===== config.mk =====
export PLATFORM = sky130hd
export DESIGN_NAME = pcie_msi_irq_ctrl
export DESIGN_NICKNAME = d
export VERILOG_FILES = /design/src/rtl/pcie_msi_irq_ctrl.sv
export SDC_FILE = /design/constraint.sdc
export NUM_CORES = 1
export LEC_CHECK = 0
export CAP_MARGIN = 20
export CORE_MARGIN = 2
export CORE_UTILIZATION = 55
export DETAILED_ROUTE_END_ITERATION = 8
export GPL_TIMING_DRIVEN = 0
export PLACE_DENSITY = 0.75
export SYNTH_ARGS = -nofsm -noshare
export SYNTH_HDL_FRONTEND = slang
export SYNTH_SLANG_ARGS = --single-unit

===== constraint.sdc =====
create_clock -name clk -period 7.97 [get_ports clk]
set_input_delay 1.594 -clock clk [delete_from_list [all_inputs] [get_ports clk]]
set_output_delay 1.594 -clock clk [all_outputs]
set_load 0.005 [all_outputs]

===== src/rtl/pcie_msi_irq_ctrl.sv =====
// pcie_msi_irq_ctrl: latches rising edges of user interrupt lines and serves them round-robin as pcie_7x MSI requests.
// Optional MSI_IRQ_MASK_EN adds an i_irq_mask input that hides pending sources from arbitration.
module pcie_msi_irq_ctrl #(
    parameter int N_IRQ       = 32,
    parameter int SYNC_STAGES = 2
) (
    input  logic             clk,
    input  logic             rst,
    input  logic [N_IRQ-1:0] i_irq_in,
    input  logic             i_msi_enable,
    input  logic [2:0]       i_msi_vector_width,
    input  logic             i_intx_msi_grant,
`ifdef MSI_IRQ_MASK_EN
    input  logic [N_IRQ-1:0] i_irq_mask,
`endif
    output logic             o_intx_msi_request,
    output logic [4:0]       o_msi_vector_num,
    output logic [N_IRQ-1:0] o_irq_pending
);
    typedef enum logic [1:0] {IDLE, REQ, GAP} state_t;
    state_t           r_state;
    logic [N_IRQ-1:0] r_sync [SYNC_STAGES];
    logic [N_IRQ-1:0] r_prev, r_pending, w_rise, w_clr, w_elig;
    logic [4:0]       r_rr, r_idx, r_vec, w_pick, w_vec_max, w_vec;
    logic [2:0]       w_log;
    logic [5:0]       w_j;
    logic             r_req;
    always_ff @(posedge clk or posedge rst) begin
        if (rst) begin
            for (int s = 0; s < SYNC_STAGES; s++) r_sync[s] <= '0;
            r_prev <= '0;
        end else begin
            r_sync[0] <= i_irq_in;
            for (int s = 1; s < SYNC_STAGES; s++) r_sync[s] <= r_sync[s-1];
            r_prev <= r_sync[SYNC_STAGES-1];
        end
    end
    assign w_rise = r_sync[SYNC_STAGES-1] & ~r_prev;
    assign w_clr  = (r_state == REQ && i_intx_msi_grant) ? N_IRQ'(1) << r_idx : '0;
`ifdef MSI_IRQ_MASK_EN
    assign w_elig = r_pending & ~i_irq_mask;
`else
    assign w_elig = r_pending;
`endif
    // Descending scan so the last hit is the nearest eligible index at or after the pointer.
    always_comb begin
        w_pick = r_rr;
        w_j    = '0;
        for (int k = N_IRQ - 1; k >= 0; k--) begin
            w_j = {1'b0, r_rr} + 6'(k);
            if (w_j >= 6'(N_IRQ)) w_j = w_j - 6'(N_IRQ);
            if (w_elig[w_j[4:0]]) w_pick = w_j[4:0];
        end
    end
    assign w_log     = (i_msi_vector_width > 3'd5) ? 3'd5 : i_msi_vector_width;
    assign w_vec_max = 5'((6'd1 << w_log) - 6'd1);
    assign w_vec     = (w_pick <= w_vec_max) ? w_pick : w_vec_max;
    always_ff @(posedge clk or posedge rst) begin
        if (rst) r_pending <= '0;
        else     r_pending <= (r_pending & ~w_clr) | w_rise;
    end
    always_ff @(posedge clk or posedge rst) begin
        if (rst) begin
            r_state <= IDLE;
            r_req   <= 1'b0;
            r_vec   <= '0;
            r_idx   <= '0;
            r_rr    <= '0;
        end else begin
            case (r_state)
                IDLE: if (i_msi_enable && |w_elig) begin
                    r_idx   <= w_pick;
                    r_vec   <= w_vec;
                    r_req   <= 1'b1;
                    r_state <= REQ;
                end
                // Only a grant ends a request; enable and mask changes are ignored here.
                REQ: if (i_intx_msi_grant) begin
                    r_req   <= 1'b0;
                    r_rr    <= (r_idx == 5'(N_IRQ - 1)) ? '0 : r_idx + 5'd1;
                    r_state <= GAP;
                end
                default: r_state <= IDLE;
            endcase
        end
    end
    assign o_intx_msi_request = r_req;
    assign o_msi_vector_num   = r_vec;
    assign o_irq_pending      = r_pending;
endmodule

; ---- Yosys cells after proc, flatten, opt, wreduce, memory -nomap -nowiden
; Index checks and enable logic that the tools add are counted.
[op_classes]
addsub = 65
magnitude_cmp = 66
n_eq_ne = 4
shifts = 2
n_mux = 138
n_bitwise = 5
reduce_logical = 9
[op_table]
columns = op, n
row1 = $mux W5, 66
row2 = $lt A5 B6 Y1 const B, 32
row3 = $ge A6 B6 Y1 const B, 31
row4 = $sub A5 B1 Y5 const B, 33
row5 = $bmux W1 S5, 32
row6 = $add A5 B5 Y6 const B, 16
row7 = $and A32 B32 Y32, 2
row8 = $not A32 Y32, 2
row9 = $add A5 B4 Y6 const B, 8
row10 = $mux W1, 34
row11 = $mux W32, 1
row12 = $or A32 B32 Y32, 1
row13 = $reduce_or A32 Y1, 1
row14 = $shl A1 B5 Y32 const A, 1
row15 = $add A5 B3 Y6 const B, 4
row16 = $add A5 B2 Y6 const B, 2
row17 = $add A5 B1 Y6 const B, 1
row18 = $ge A5 B6 Y1 const B, 1
row19 = $reduce_and A2 Y1, 3
row20 = $add A5 B1 Y5 const B, 1
row21 = $eq A5 B5 Y1 const B, 1
row22 = $le A5 B5 Y1, 1
row23 = $shl A1 B3 Y5 const A, 1
row24 = $mux W2, 2
row25 = other kinds (10), 12
[word_totals]
regBits = 146
out_inout_bits = 38
elab_cells = 298

; ---- Logic depth before layout (Yosys ltp)
; Gate-level depths: netlist (run 1).
[depth]
ltp_word = 39
ltp_mapped = 30
ltp_nobuf = 22

; ---- Worst setup path before layout (run 1)
; OpenSTA, ideal clock, no wires.
[synth_timing]
path_kind = flip-flop to flip-flop
startpoint = reg r_rr[1]
endpoint = reg r_vec[0] (netlist: o_msi_vector_num[0])
setup_ps = 69
t_arrival_ps = 5865
setup_slack_ps = 2036
stages_incl_launch_ff = 27
path_buffers = 6
period_less_slack_ps = 5934
cell_sequence = dfrtp_1 -> buf_2 -> buf_4 -> buf_4 -> buf_4 -> inv_1 -> clkbuf_1 -> ha_1 -> buf_2 -> inv_1 -> a21oi_1 -> xnor2_1 -> mux4_2 -> mux2i_1 -> mux2i_1 -> a2111o_1 -> a31oi_1 -> o221ai_2 -> ha_1 -> nor2b_1 -> o21a_1 -> o21ai_0 -> nand2b_1 -> a21oi_1 -> a31oi_1 -> or4_1 -> nand3_1
[synth_between]
elab_chain_cells = 39
word_cells_on_any_way = 225
cone_classes = 63 x add/sub / 33 x order compare / 129 x mux
[synth_lines]
columns = item, line_no
row1 = "start, declared", 24  ; logic [4:0] r_rr, r_idx, r_vec, w_pick, w_vec_max, w_vec;
row2 = "start signal, assigned", 80  ; r_rr <= (r_idx == 5'(N_IRQ - 1)) ? '0 : r_idx + 5'd1;
row3 = $add A5 B5 Y6, 50  ; w_j = {1'b0, r_rr} + 6'(k);
row4 = $sub A5 B1 Y5 or $ge A6 B6 Y1 (tied branches), 51  ; if (w_j >= 6'(N_IRQ)) w_j = w_j - 6'(N_IRQ);
row5 = $mux W5, 51
row6 = $bmux W1 S5, 52  ; if (w_elig[w_j[4:0]]) w_pick = w_j[4:0];
row7 = $mux W1 (not written as such), 52
row8 = $mux W5 (31 in series), 52
row9 = $mux W5 (*), 52
row10 = net w_pick[1], 24
row11 = $le A5 B5 Y1 (*), 57  ; assign w_vec = (w_pick <= w_vec_max) ? w_pick : w_vec_max;
row12 = $mux W5 (*), 57
row13 = "end signal, assigned", 73  ; r_vec <= w_vec;
row14 = "end, declared", 24
; Mark *: on every way through the listed nets, which the timed path passes. The rest lies on a longest branch. The select of a mux whose other input is x is not followed.
; A chain may end at the register's enable or synchronous reset.

; ---- Final worst setup path (run 1)
[layout_timing]
startpoint = reg r_rr[0]
endpoint = reg r_vec[0] (netlist: o_msi_vector_num[0])
; The elaborated chain is that of the path after synthesis.

==> results.yml, run 1 <==
floorplan:
  dieArea_um2: 21300
  num_rows: 51
  die-height_um: 146
  coreArea_um2: 19600
  io_pins: 77
  start_util_pct: 56.5
  dieWidth_um: 146
final_layout:
  diodes: 0
  syn_to_final_growth_pct: 16.3
  drive_gt1_share_pct: 18.9
  stdcell_count: 1459
  fin_nets: 1243
clocking:
  cts_root_buffer: "clkbuf_16"
  cts_made_buffers: 17
  cts.sinks: 146
  clk_path_buf_depth: 2
  clkTransAtPathRegs_ps: 70
  insertion_delay_ps: 430
  htreeDepth: 4
  cts_tree: "yes"
synth:
  synth_area_um2: 11100
  synthFlopType: "dfrtp_1"
  yosysUniqueCellTypes: 79
  synth_area_leader_cell: "dfrtp_1"
  synth_edf_count: 0
  yosysWarningCount: 0
  synth_seq_cells: 146
  synth_top_area_share_pct: 33.0
  synth_commonest_cells: "dfrtp_1, nand2_1, o21ai_0"
  synthTopCellsByArea: "dfrtp_1, mux4_2, mux2i_1"
  synth_fp_nets: 1145
  ys_seq_area_share_pct: 33.0
  synthMostInstantiatedCell: "dfrtp_1"
  async_flop_share_pct: 100
  synth.avg_cell_area_um2: 10.2
  synthCells: 1083
sta:
  drv_slew: 0
  timing.final.hold_violations: 0
  slew_headroom_pct: 6.52
  min_period_ps: 7800
  fmax_ghz: 0.128
  tightest_slew_ps: 1400
  holdWs_ps: 338
  fin_ws_ps: 168
  final-setup-viol-count: 0
  rsz0062_at_grt: "no"
  finalCritPeriodShare_pct: 97.9
  fin_skew_ps: 12.0
power:
  p_leak_uw: 0.00492
  ir_worst_vdd_mv: 0.293
  p_total_uw: 5720
  pwr_density_cell_nw_per_um2: 444
global_routing:
  grt_pass1_wl_um: 65900
  overflow: 0
  grt_pass1_vias: 10400
  track_usage_pct: 41.7
  antenna_found_initial: 0
  grt_max_degree: 108
routing:
  dr.pass1.iters: 8
  drtIter0Drc: 1486
  wl_per_cell_um: 30.4
  viasPerCell: 7.25
  drc: 0
  wl_um: 44400
  vias: 10600
  ant_nets: 0
setup_path:
  worstPathMaxFanout: 10
  crit_path_frequent_cell: "buf_2"
  critPathArrivalTime_ps: 8160
  critPathCaptureType: "flip-flop"
  critPathLaunch: "r_rr[0]$_DFFE_PP0P_"
  crit_path_start_kind: "flip-flop"
  timing.rr.start: "r_rr[0]$_DFFE_PP0P_"
  crit_path_top_delay_cell: "clkbuf_1"
  required_ps: 8330
  critPathMaxStageDelay_ps: 600
  worstSetupPathType: "flip-flop to flip-flop"
placed_design:
  dp_cells: 1425
  dp_hpwl_um: 31000
  io_buffers: 76
  place_congestion: 1.03
  dp_slack_ps: -443
run_status:
  status: "completed"
min_path:
  worstHoldStart: "r_sync[42]$_DFF_PP0_"
  hold_path_class: "flip-flop to flip-flop"
run:
  drv_cap: 0
-- cell usage in the layout, fill, tap and decap left out, drive strengths merged, types with 36 or more instances in the layout --
cell type      netlist  final
nand2              111    111
mux2i               71     71
dfrtp              146    146
nor2                60     60
clkdlybuf4s50        0     76
inv                 61     68
o21ai              114    114
mux4                91     91
a21oi               38     38
buf                 33     36
clkbuf              27     45
-- final timing paths --
check,slack [ps],depth (start not counted),end
setup / recovery,170,28,o_msi_vector_num[0]$_DFFE_PP0P_
hold / removal,340,0,r_sync[10]$_DFF_PP0_
setup reg to reg,170,28,o_msi_vector_num[0]$_DFFE_PP0P_
hold reg to reg,340,0,r_sync[10]$_DFF_PP0_
max in group asynchronous,5600,3,o_irq_pending[2]$_DFF_PP0_
min in group asynchronous,1540,2,r_sync[31]$_DFF_PP0_
-- registers in the layout, summed over array words and instances, names as in the netlist --
name	flops
r_state	2
o_irq_pending	32
r_sync	64
r_idx	5
o_intx_msi_request	1
r_rr	5
r_prev	32
o_msi_vector_num	5
-- worst max-delay path, delay by kind of cell (launching register included) --
family,cells,cell delay (ps)
AOI/OAI and AO/OA,7,1620
muxes,3,1290
DFF,1,390
adders and majority gates,2,690
and+or+nand+nor,5,1180
buffers and inverters,11,2550
-- layer usage --
layer | part of all wire [%] | up-vias | global-route usage [%]
met5 | 0 | - | 0
met4 | 9.6 | 0 | 31.5
met3 | 10 | 272 | 9.12
met2 | 46 | 925 | 66.3
met1 | 34 | 5091 | 49.8
li1 | - | 4291 | -
-- metrics by stage --
| stage | util, % | cell area [um^2] | TNS, ps |
|---|---|---|---|
| floorplan | - | 11100 | 0 |
| global placement | 62.1 | 12200 | -1630 |
| detailed placement | 62.2 | 12200 | -2010 |
| CTS | 65.4 | 12800 | 0 |
| global route | 65.7 | 12900 | 0 |
| finish | 65.7 | 12900 | 0 |
-- logic make-up (layout without fill, tap and decap cells) --
| family | after synthesis | in the layout | synth area share [%] |
|---|---|---|---|
| AOI/OAI and AO/OA | 273 | 273 | 15.7 |
| xor gates and xnor gates | 37 | 37 | 3.27 |
| adders and majority gates | 23 | 23 | 2.60 |
| buffers and inverters | 124 | 235 | 4.85 |
| DFF | 146 | 146 | 33.0 |
| muxes | 192 | 192 | 28.3 |
| and+or+nand+nor | 288 | 288 | 12.3 |
-- layout make-up --
cell class | instances | area (um^2)
Multi-Input combinational cell | 813 | 6930
Buffer | 58 | 290
Clock inverter | 14 | 164
Sequential cell | 146 | 3650
Inverter | 64 | 249
Fill cell | 1449 | 6720
Timing Repair Buffer | 81 | 818
Clock buffer | 18 | 439
Tap cell | 265 | 332
-- timing repair --
action / CTS / global route
hold buffers: 0 / 0
buffers inserted: 0 / 2
pin swaps: 0 / 0
resized for setup: 6 / 8
endpoints found under the setup margin: 5 / 5
-- report_power, final --
group / switching [uW] / internal [uW] / total (uW)
Combinational: 2590 / 1390 / 3980
Clock: 334 / 479 / 813
Sequential: 101 / 820 / 921
Note: power is estimated with default switching activity, not from simulation.
==> run 2, diff against run 1 <==
CTS_BUF_LIST = sky130_fd_sc_hd__clkbuf_4   (was not set)
==> results.yml, run 2 (synthesis results as in run 1) <==
final_layout:
  final_common_cell: "dfrtp_1"
  largest_reg_flops: 64
  syn_to_final_growth_pct: 13.6
  drive_gt1_share_pct: 18.7
  fin_nets: 1244
  final_cell_area_um2: 12600
  layout_common_cells: "dfrtp_1, nand2_1, o21ai_0, mux4_2, clkdlybuf4s50_1"
  top_register: "r_sync"
  stdcell_count: 1461
clocking:
  htreeDepth: 4
  clkTransAtPathRegs_ps: 140
  cts.sinks: 146
  cts_made_buffers: 17
  cts_root_buffer: "clkbuf_4"
  cts_tree: "yes"
  insertion_delay_ps: 540
  clk_path_buf_depth: 2
power:
  pwr_density_cell_nw_per_um2: 426
  ir_worst_vdd_mv: 0.267
  p_leak_uw: 0.00479
run:
  drv_cap: 0
global_routing:
  grt_pass1_wl_um: 61900
  track_usage_pct: 39.1
  grt_pass1_vias: 10000
  antenna_found_initial: 1
  grt_max_degree: 108
  overflow: 0
floorplan:
  start_util_pct: 56.5
  dieArea_um2: 21300
  io_pins: 77
  dieWidth_um: 146
  num_rows: 51
  coreArea_um2: 19600
  die-height_um: 146
sta:
  fin_skew_ps: 20.3
  tightest_slew_ps: 1340
  drv_slew: 0
  fmax_ghz: 0.126
  rsz0062_at_grt: "no"
  min_period_ps: 7950
  final-setup-viol-count: 0
  slew_headroom_pct: 10.6
  finalCritPeriodShare_pct: 99.7
  timing.final.hold_violations: 0
placed_design:
  dp_hpwl_um: 31000
  place_congestion: 1.03
  dp_cells: 1425
  place_area_um2: 12200
  io_buffers: 76
setup_path:
  reg2reg_slack_ps: 20
  reg2reg_depth: 22
  required_ps: 8450
  rr_endpoint: "o_msi_vector_num[4]$_DFFE_PP0P_"
  worstSetupPathType: "flip-flop to flip-flop"
  critPathCaptureType: "flip-flop"
  crit_path_start_kind: "flip-flop"
  worstPathMaxFanout: 14
  critPathArrivalTime_ps: 8420
  timing.rr.start: "r_rr[2]$_DFFE_PP0P_"
min_path:
  min_delay_path_depth: 0
  hold_path_class: "flip-flop to flip-flop"
  worstHoldStart: "r_sync[39]$_DFF_PP0_"
  hold-path-endpoint: "r_sync[7]$_DFF_PP0_"
routing:
  drtIter0Drc: 1523
  vias: 10300
  drc: 0
  ant_nets: 0
  dr.pass1.iters: 7
  viasPerCell: 7.07
  wl_um: 42000
  wl_per_cell_um: 28.8
run_status:
  status: "completed"
-- run 2: cell types whose count changed in the layout (fill, tap and decap cells not counted), sizes merged --
| cell | change |
|---|---|
| clkbuf | -2 |
| buf | +1 |
| clkdlybuf4s15 | +1 |
| clkinv | +1 |
| diode | +1 |
-- run 2: layout make-up --
type                       instances  area, um^2
timing repair buffer              81         818
tap                              265         332
multi-input combinational        813        6920
fill                            1524        7020
inverter                          64         249
buffer                            59         300
clock inverter                    15         168
sequential                       146        3650
clock buffer                      17         128
antenna                            1        2.50
-- run 2: routing by layer --
| layer | up-vias | global-route usage (%) | share of wire [%] |
|---|---|---|---|
| met4 | 0 | 28.8 | 9.1 |
| met5 | - | 0 | 0 |
| met1 | 4950 | 46.9 | 35 |
| met2 | 855 | 62.6 | 46 |
| li1 | 4288 | - | - |
| met3 | 229 | 8.34 | 10 |
-- run 2: worst max-delay path, cell delays in order, from the launching register on --
cell and delay (ps):
dfrtp_1 460, buf_2 240, buf_2 240, inv_2 200, buf_1 850, ha_1 300, clkbuf_1 390, buf_1 710
mux4_2 370, mux2i_1 110, o22ai_1 810, nor2_2 310, a311oi_1 610, o31ai_1 230, nor4_1 390, o211ai_1 270
nand2b_1 160, ha_1 250, and3_1 160, a31oi_2 390, nand2b_1 220, nor2_1 50, a21oi_1 160
-- run 2: per-stage QoR --
stage	setup TNS, ps	utilization (%)	hold slack, ps	power, uW	setup slack (ps)
6_report	0	64.2	354	5360	23.4
5_1_grt	0	64.2	361	5570	67.1
4_1_cts	0	63.9	355	5160	96.3
3_5_place_dp	-2010	62.2	335	4660	-443
3_3_place_gp	-1630	62.1	332	4660	-386
2_1_floorplan	0	-	331	3490	2040
-- run 2: worst max path at each step --
stage / start / endpoint / slack, ps / cells after the start
after global routing: r_rr[2]$_DFFE_PP0P_ / o_msi_vector_num[0]$_DFFE_PP0P_ / 70 / 24
after CTS: r_rr[1]$_DFFE_PP0P_ / o_msi_vector_num[4]$_DFFE_PP0P_ / 100 / 28
after detailed placement: r_rr[1]$_DFFE_PP0P_ / o_msi_vector_num[4]$_DFFE_PP0P_ / -440 / 27
after global placement: r_rr[1]$_DFFE_PP0P_ / o_msi_vector_num[4]$_DFFE_PP0P_ / -390 / 27
after floorplan: r_rr[1]$_DFFE_PP0P_ / o_msi_vector_num[0]$_DFFE_PP0P_ / 2040 / 26
final: r_rr[2]$_DFFE_PP0P_ / o_msi_vector_num[4]$_DFFE_PP0P_ / 20 / 22
-- run 2: what timing repair did --
item / 4_1_cts / 5_1_grt
setup buffers: 0 / 2
setup endpoints to repair: 5 / 5
hold buffers: 0 / 0
gates resized for setup: 6 / 8
-- run 2: report_power, final --
group	total (uW)	internal (uW)	leakage, uW	switching (uW)
sequential	912	818	0.00162	93.5
clock	478	195	0.000156	283
combinational	3970	1400	0.00302	2580
total	5360	2410	0.00479	2950
==> run 3, diff against run 2 <==
CORE_MARGIN = 4   (was 2)
CTS_CLUSTER_SIZE = 20   (was not set)
==> results.yml, run 3 (synthesis results as in run 1) <==
sta:
  rsz0062_at_grt: "no"
  fmax_ghz: 0.130
  min_period_ps: 7710
  finalSetupTns_ps: 0
  tightest_slew_ps: 1220
  final-setup-viol-count: 0
  timing.final.hold_violations: 0
  drv_slew: 0
  fin_skew_ps: 22.3
  finalCritPeriodShare_pct: 96.7
  slew_headroom_pct: 18.7
global_routing:
  grt_pass1_wl_um: 57900
  overflow: 0
  grt_pass1_vias: 9654
  antenna_found_initial: 1
  track_usage_pct: 34.4
  grt_max_degree: 104
setup_path:
  crit_path_start_kind: "flip-flop"
  required_ps: 8440
  reg2reg_depth: 24
  critPathArrivalTime_ps: 8180
  worstSetupPathType: "flip-flop to flip-flop"
  critPathCaptureType: "flip-flop"
  worstPathMaxFanout: 14
final_layout:
  final_common_cell: "dfrtp_1"
  fin_nets: 1242
  fill_cells: 1645
  largest_reg_flops: 64
  regArea_um2: 3650
  layout_common_cells: "dfrtp_1, nand2_1, o21ai_0, mux4_2, clkdlybuf4s50_1"
  final_cell_area_um2: 12600
  top_register: "r_sync"
  syn_to_final_growth_pct: 13.6
  multi_input_area_um2: 6920
  drive_gt1_share_pct: 18.5
clocking:
  post_cts_buffers: 0
  insertion_delay_ps: 520
  cts.sinks: 146
  htreeDepth: 4
  clkTransAtPathRegs_ps: 130
  cts_root_buffer: "clkbuf_4"
  clk_path_buf_depth: 2
  cts_made_buffers: 17
  cts_tree: "yes"
routing:
  wl_per_cell_um: 26.1
  wl_um: 38100
  vias: 10100
  viasPerCell: 6.93
  dr.pass1.iters: 5
  drc: 0
  ant_nets: 0
  drtIter0Drc: 1320
placed_design:
  io_buffers: 76
  place_area_um2: 12200
  dp_hpwl_um: 28500
  place_congestion: 1.12
floorplan:
  io_pins: 77
  start_util_pct: 56.3
  die-height_um: 150
  coreArea_um2: 19700
  dieArea_um2: 22500
  dieWidth_um: 150
  num_rows: 51
power:
  p_leak_uw: 0.00479
  ir_worst_vdd_mv: 0.220
  pwr_density_cell_nw_per_um2: 417
min_path:
  hold_path_class: "flip-flop to flip-flop"
  min_delay_path_depth: 0
run:
  drv_cap: 0
run_status:
  status: "completed"
==> run 3: cell types whose count changed in the layout (fill, tap and decap cells not counted), moves of 2 or more <==
cell	before	now
clkbuf_1	24	26
buf_4	8	6
bufinv_16	2	4
inv_6	7	5
==> run 3: repair_timing <==
action,4_1_cts,5_1_grt
resized for setup,1,7
setup endpoints to repair,1,5
hold buffers,0,0
==> run 3: worst max-delay path, stage by stage (launching register included) <==
cell and delay (ps):
dfrtp_1 420, buf_2 280, buf_4 280, buf_4 250, buf_4 260, inv_1 390, ha_1 430, buf_2 160
clkbuf_1 620, mux4_2 520, mux4_2 500, mux2i_1 610, mux2i_1 160, a2111o_1 450, a31oi_1 360, o221ai_2 250
ha_1 370, nor2b_1 140, o21a_1 160, o21ai_0 130, nand2b_1 80, a21oi_1 170, a31oi_2 110, or4_1 440
nand3_1 90
==> run 3: routing by layer <==
layer  up-vias  global-route usage [%]  share of wire, %
li1       4291                       -                 -
met1      4883                    43.9                36
met2       730                    52.7                45
met3       205                    7.09                10
met4         0                    23.7               8.7
met5         -                       0                 0
==> run 3: area by class of cell <==
type	instances	share of cell area, %
timing repair buffer	79	6.39
inverter	64	1.95
clock inverter	13	1.57
tap	265	2.64
multi-input combinational	813	55.0
buffer	59	2.33
clock buffer	18	1.07
sequential	146	29.0
antenna	1	0.0199
==> run 3: power breakdown <==
group	switching, uW	internal (uW)
Combinational	2430	1380
Clock	261	257
Sequential	92.0	818
Total	2790	2460
==> run 3: through the flow <==
step           power [uW]  util (%)  instances  hold WS, ps  setup WS (ps)
2_1_floorplan        3490         -       1083          331           2040
3_3_place_gp         4510      61.9       1424          332           52.7
3_5_place_dp         4550      62.1       1426          335           38.4
4_1_cts              5090      63.8       1457          356           9.24
5_1_grt              5490      64.0       1458          354           63.8
6_report             5240      64.0       1458          352            262
==> run 3: final timing paths <==
check                                      from                              end  slack [ps]
max reg2reg                 r_rr[1]$_DFFE_PP0P_  o_msi_vector_num[0]$_DFFE_PP0P_         260
max in group asynchronous                   rst             r_sync[40]$_DFF_PP0_        5720
min reg2reg                r_sync[40]$_DFF_PP0_              r_sync[8]$_DFF_PP0_         350
max                         r_rr[1]$_DFFE_PP0P_  o_msi_vector_num[0]$_DFFE_PP0P_         260
min in group asynchronous                   rst   o_intx_msi_request$_DFFE_PP0P_        1440
min                        r_sync[40]$_DFF_PP0_              r_sync[8]$_DFF_PP0_         350
